<file path="src/rtl/nf_trace_buf.sv">
// nanoFOX instruction-retire trace buffer.
// Captures {cycle, pc, instr} per retire and drains oldest-first over a pop port.
module nf_trace_buf #(
  parameter int DEPTH      = 16,
  parameter int XLEN       = 32,
  parameter int CYC_W      = 32,
  parameter int MAX_CYCLES = 200
) (
  input  logic                     clk,
  input  logic                     resetn,
  input  logic                     cpu_en,
  input  logic [XLEN-1:0]          instr_addr,
  input  logic [XLEN-1:0]          instr,
  input  logic [1:0]               mode,
  input  logic [XLEN-1:0]          trig_addr,
  input  logic                     arm,
  input  logic                     clr,
  input  logic                     rd_req,
  output logic                     rd_valid,
  output logic [CYC_W-1:0]         rd_cycle,
  output logic [XLEN-1:0]          rd_pc,
  output logic [XLEN-1:0]          rd_instr,
  output logic [$clog2(DEPTH):0]   count,
  output logic                     empty,
  output logic                     full,
  output logic                     overflow,
  output logic [1:0]               state,
  output logic                     halt_req
);

  localparam int AW = $clog2(DEPTH);
  localparam int CW = AW + 1;
  localparam int EW = CYC_W + 2 * XLEN;

  typedef enum logic [1:0] {
    S_IDLE = 2'd0,
    S_WAIT = 2'd1,
    S_CAP  = 2'd2,
    S_DONE = 2'd3
  } st_t;

  st_t               r_state;
  logic [1:0]        r_mode;
  logic [XLEN-1:0]   r_trig;
  logic [AW-1:0]     r_wr_ptr;
  logic [AW-1:0]     r_rd_ptr;
  logic [CW-1:0]     r_count;
  logic [CYC_W-1:0]  r_cyc;
  logic              r_ovf;
  logic              r_rd_valid;
  logic [CYC_W-1:0]  r_rd_cycle;
  logic [XLEN-1:0]   r_rd_pc;
  logic [XLEN-1:0]   r_rd_instr;
  logic [EW-1:0]     r_mem [DEPTH];

  logic              w_empty;
  logic              w_full;
  logic              w_circ;
  logic              w_rd;
  logic              w_hit;
  logic              w_wr;
  logic              w_drop;
  logic              w_lim;
  logic              w_fill;
  logic [CYC_W-1:0]  w_cyc_nxt;
  logic [CW-1:0]     w_cnt_nxt;

  assign w_empty   = (r_count == '0);
  assign w_full    = (r_count == CW'(DEPTH));
  assign w_circ    = (r_mode == 2'b01);
  assign w_rd      = rd_req && !w_empty;
  assign w_hit     = (r_state == S_WAIT) && (instr_addr == r_trig);
  assign w_wr      = cpu_en && ((r_state == S_CAP) || w_hit);
  // Full write without a pop: only circular mode gets here; drop oldest
  assign w_drop    = w_wr && w_full && !w_rd;
  assign w_cyc_nxt = r_cyc + CYC_W'(1);
  assign w_lim     = (MAX_CYCLES != 0) &&
                     (w_cyc_nxt == CYC_W'(MAX_CYCLES));
  assign w_fill    = !w_circ && (w_cnt_nxt == CW'(DEPTH));

  always_comb begin
    w_cnt_nxt = r_count;
    if (w_wr && !w_rd && !w_full)
      w_cnt_nxt = r_count + CW'(1);
    else if (w_rd && !w_wr)
      w_cnt_nxt = r_count - CW'(1);
  end

  always_ff @(posedge clk) begin
    if (w_wr)
      r_mem[r_wr_ptr] <= {r_cyc, instr_addr, instr};
  end

  always_ff @(posedge clk) begin
    if (!resetn || clr) begin
      r_state    <= S_IDLE;
      r_mode     <= 2'b00;
      r_trig     <= '0;
      r_wr_ptr   <= '0;
      r_rd_ptr   <= '0;
      r_count    <= '0;
      r_cyc      <= '0;
      r_ovf      <= 1'b0;
      r_rd_valid <= 1'b0;
      r_rd_cycle <= '0;
      r_rd_pc    <= '0;
      r_rd_instr <= '0;
    end else begin
      r_rd_valid <= w_rd;
      if (w_rd)
        {r_rd_cycle, r_rd_pc, r_rd_instr} <= r_mem[r_rd_ptr];
      if (w_rd || w_drop)
        r_rd_ptr <= r_rd_ptr + AW'(1);
      if (w_wr) begin
        r_wr_ptr <= r_wr_ptr + AW'(1);
        r_cyc    <= w_cyc_nxt;
      end
      if (w_drop)
        r_ovf <= 1'b1;
      r_count <= w_cnt_nxt;
      unique case (r_state)
        S_IDLE: begin
          if (arm) begin
            r_mode  <= mode;
            r_trig  <= trig_addr;
            r_state <= (mode == 2'b10) ? S_WAIT : S_CAP;
          end
        end
        S_WAIT, S_CAP: begin
          if (w_wr)
            r_state <= (w_lim || w_fill) ? S_DONE : S_CAP;
        end
        default: ;
      endcase
    end
  end

  assign rd_valid = r_rd_valid;
  assign rd_cycle = r_rd_cycle;
  assign rd_pc    = r_rd_pc;
  assign rd_instr = r_rd_instr;
  assign count    = r_count;
  assign empty    = w_empty;
  assign full     = w_full;
  assign overflow = r_ovf;
  assign state    = r_state;
  assign halt_req = (r_state == S_DONE);

endmodule

</file>
<file path="config.mk">
export PLATFORM = sky130hd
export DESIGN_NAME = nf_trace_buf
export DESIGN_NICKNAME = d
export VERILOG_FILES = /design/src/rtl/nf_trace_buf.sv
export SDC_FILE = /design/constraint.sdc
export NUM_CORES = 2
export LEC_CHECK = 0
export CAP_MARGIN = 20
export CELL_PAD_IN_SITES_DETAIL_PLACEMENT = 1
export CELL_PAD_IN_SITES_GLOBAL_PLACEMENT = 1
export CORE_ASPECT_RATIO = 1.5
export CORE_MARGIN = 2
export CORE_UTILIZATION = 45
export DETAILED_ROUTE_END_ITERATION = 16
export MAX_ROUTING_LAYER = met4
export PLACE_DENSITY_LB_ADDON = 0.05
export SYNTH_ARGS = -nofsm -noshare
export SYNTH_HDL_FRONTEND = slang
export SYNTH_SLANG_ARGS = --single-unit
</file>
<file path="constraint.sdc">
create_clock -name clk -period 12.2 [get_ports clk]
set_input_delay 1.83 -clock clk [delete_from_list [all_inputs] [get_ports clk]]
set_output_delay 1.83 -clock clk [all_outputs]
set_load 0.02 [all_outputs]
</file>
==> metrics.md <==
| Metric | Value |
|---|---|
| Yosys reg bits | `between 1500 and 2000` |
| Outcome | `completed` |
| Post-synth EDFFs | `between 1500 and 2000` |
| Sequential element share of the synthesized area | `76.5%` |
| Vias | `31351` |
| CP delay by family, top | `buffers and inverters` |
| Core Rows | `170` |
| Core Box Area | `0.143 mm^2` |
| Synth top area cells | `edfxtp_1 71%, mux4_2 17%, dfxtp_1 5.5%` |
| Hold Startpoint | `rd_cycle[24]` |
| CP Class | `primary input to flip-flop` |
| CP Buf/Inv Count | `4` |
| Simple logic cell fraction of the synthesized area | `under 10%` |
| Post-Synth XOR/XNOR Area | `about 1.0%` |
| Initial DRC Count | `~2500` |
| Final Hold Fails | `0` |
| Global-route wire length before repair | `244000 um` |
| Async set-reset flop share out of synthesis | `0%` |
| Mux cell area share after synthesis | `16.7%` |
| Die area | `approximately 0.15 mm^2` |
| Crit. path cell count | `10` |
| CTS buffer count | `165` |
| CTS Hold Bufs | `0` |
| GPL Wtd Cong | `0.768` |
| Peak VDD IR | `136 uV` |
| Least-Margin Pin Slew | `1.11 ns` |
| Fmax | `0.148 GHz` |
| GRT Residual Overflow | `0` |
| Synthesis Warnings | `0` |
| # fillers | `12579` |
| Worst rel slew slack | `approximately a quarter` |
| Pre-antenna DRT Iters | `7` |
| Post-Synth Adder-Cell Area | `0.231%` |
| Final min period | `6.77 ns` |
| Maximum number of pins on one net before global-route repair | `144` |
| Arrival time worst endpoint | `just over 7 ns` |
| Post-route setup TNS | `0 ns` |
| Initial antenna violation count | `6` |
| Synth unique cells | `50` |
| I/O pin total | `between 200 and 250` |
| Setup bufs post-CTS | `0` |
| H-Tree Depth | `4` |
| Area share of the largest cell type after synthesis | `71.0%` |
| GRT Resource Usage Total | `23.7%` |
| Crit-path max FO | `49` |
| Hold Slack | `0.454 ns` |
| Worst path max stage delay | `0.90 ns` |
| Hold Path Class | `flip-flop to flip-flop` |
| Commonest cells in the synthesized netlist | `1536 x edfxtp_1, 480 x mux4_2, 298 x nand2_1` |
| Initial Util | `45.4%` |
| Crit path max-delay cell type | `nor4_1` |
| Wirelength per Cell | `30.7 um` |
| Die width | `314 um` |
| Final wirelength | `166000 um` |
| Synth Instances | `3106` |
| Port bufs | `211` |
| PwrDens | `157 mW/mm^2` |
| Endpoints failing setup | `0` |
| Fin util | `between 50% and 60%` |
| Synth Cell Area | `0.0650 mm^2` |
| Most used cell, CP | `buf_4` |
| RSZ-0062 raised after global routing | `false` |
| Count leader, synth | `edfxtp_1` |
| Syn_nets | `3222` |
| Max clock buf depth | `3` |
| Worst Skew | `0.0332 ns` |
| CP Capture Type | `flip-flop` |
| Compound-Gate Fraction of Synth Area | `approximately 1.5%` |
| Worst hold stages | `2` |
| Clock latency on the worst-skew pair | `0.81 ns` |
| Area grow syn2layout | `15.2%` |
| Final Slew Violations | `0` |
| Root Buffer Master | `clkbuf_16` |
| DRT antenna net count | `0` |
| CTS tree | `built` |
| Avg Inst Size Synth | `20.9 um^2` |
| Nets | `about 3500` |
| Clk pin slew, worst setup/hold paths | `about 0.060 ns` |
| Startpoint types | `primary input` |
| Final worst path period share | `55.5%` |
| Predominant post-synthesis flop cell | `edfxtp_1` |
| Drc violations | `0` |
| Max-Cap Viols | `0` |
| Crit path from | `instr_addr[21]` |
| Fraction of layout instances using a drive strength above 1 | `22.9%` |
| Area leader, netlist | `edfxtp_1` |
| Path depth of the worst reg2reg path | `9` |
| Leak Pwr | `between 20 and 25 nW` |
| DP HPWL | `about 93000 um` |
| Origin of the critical flop-to-flop path | `r_trig[21]` |
| Height of the chip | `469 um` |
| Main combinational cell family by area after synthesis | `multiplexers` |
| CP required | `12.60 ns` |
| Vias in the first global route | `34799` |
| Crit-path cells | `clkdlybuf4s50_1 -> xor2_1 -> nor4_1 -> nand4_1 -> o31ai_4 -> buf_4 -> nand2_1 -> nor2_4 -> buf_4 -> buf_4` |
| Clk sinks | `1715` |
| Vias per cell | `between 5 and 6` |
| Cts repair resizes | `0` |
-- logic make-up (layout without fill, tap and decap cells) --
| family | Yosys count | after routing |
|---|---|---|
| flops | 1715 | 1715 |
| mux | 482 | 482 |
| simple gates | 467 | 467 |
| buf+inv | 178 | 602 |
| compound gates | 175 | 175 |
| xor+xnor | 77 | 77 |
| fa+ha+maj | 12 | 12 |
| other cells | 0 | 5 |
-- cell type report --
type,count,area [um^2],share of cell area (%)
well taps,1892,2370,3.16
inverters,13,48.8,0.0652
clock buffers,232,4630,6.19
clock inverters,76,619,0.828
repair buffers,281,2700,3.60
diodes,5,12.5,0.0167
multi-input cells,1213,14700,19.7
flip-flops and latches,1715,49700,66.4
-- where the power goes --
| part | internal (mW) | switching (mW) |
|---|---|---|
| registers | 6.38 | 0.0148 |
| clock network | 2.82 | 2.18 |
| logic | 0.126 | 0.202 |
| total | 9.33 | 2.40 |
-- state kept, by name, indices dropped and copies added, names as in the netlist --
register  cells
r_cyc        32
state         2
rd_cycle     32
overflow      1
count         5
rd_pc        32
r_trig       32
r_mem      1536
r_wr_ptr      4
r_mode        2
rd_instr     32
r_rd_ptr      4
rd_valid      1
-- stage by stage --
| stage | cell area, um^2 | power (mW) | setup WS [ns] | cells |
|---|---|---|---|---|
| 6_report | 74800 | 11.7 | 5.43 | 5427 |
| 5_1_grt | 74800 | 12.1 | 5.12 | 5427 |
| 4_1_cts | 74800 | 11.9 | 5.23 | 5421 |
| 3_5_place_dp | 69600 | 6.86 | 4.38 | 5113 |
| 3_3_place_gp | 69600 | 6.85 | 4.57 | 5113 |
| 2_1_floorplan | 65000 | 6.67 | 1.45 | 3106 |
-- worst paths after layout --
| path | end | slack (ns) |
|---|---|---|
| setup / recovery | r_mem[15][61] | 5.43 |
| hold / removal | rd_cycle[24] | 0.45 |
| setup reg to reg | r_mem[15][61] | 6.93 |
| hold reg to reg | rd_cycle[24] | 0.45 |
-- cells in the final DEF, fill, tap and decap left out, types with 10 or more instances in the layout --
cell type	count
nand3_1	12
dfxtp_1	175
nor2_1	60
a21oi_1	142
inv_1	13
mux4_2	480
nand2_1	298
clkbuf_16	173
clkdlybuf4s50_1	211
clkbuf_1	51
nor4_1	10
xor2_1	55
nor3_1	11
ha_1	12
clkinv_2	23
nand4_1	16
nor2_4	12
clkinv_1	31
buf_4	66
xnor2_1	22
edfxtp_1	1536
and3_1	13
-- metal layers --
| metal | track usage, % | up-vias | wire, um |
|---|---|---|---|
| li1 | - | 13245 | - |
| met1 | 29.0 | 17138 | 66700 |
| met2 | 41.2 | 756 | 89500 |
| met3 | 3.52 | 212 | 6680 |
| met4 | 6.08 | 0 | 3410 |
| met5 | - | - | 0 |
-- worst reg2reg max path, cell delays in order, from the launching register on --
cell	delay, ns
dfxtp_1	0.36
xor2_1	0.22
nor4_1	0.90
nand4_1	0.29
o31ai_4	0.31
buf_4	0.52
nand2_1	0.39
nor2_4	0.18
buf_4	0.75
buf_4	0.90
Note: power is estimated with default switching activity, not from simulation.
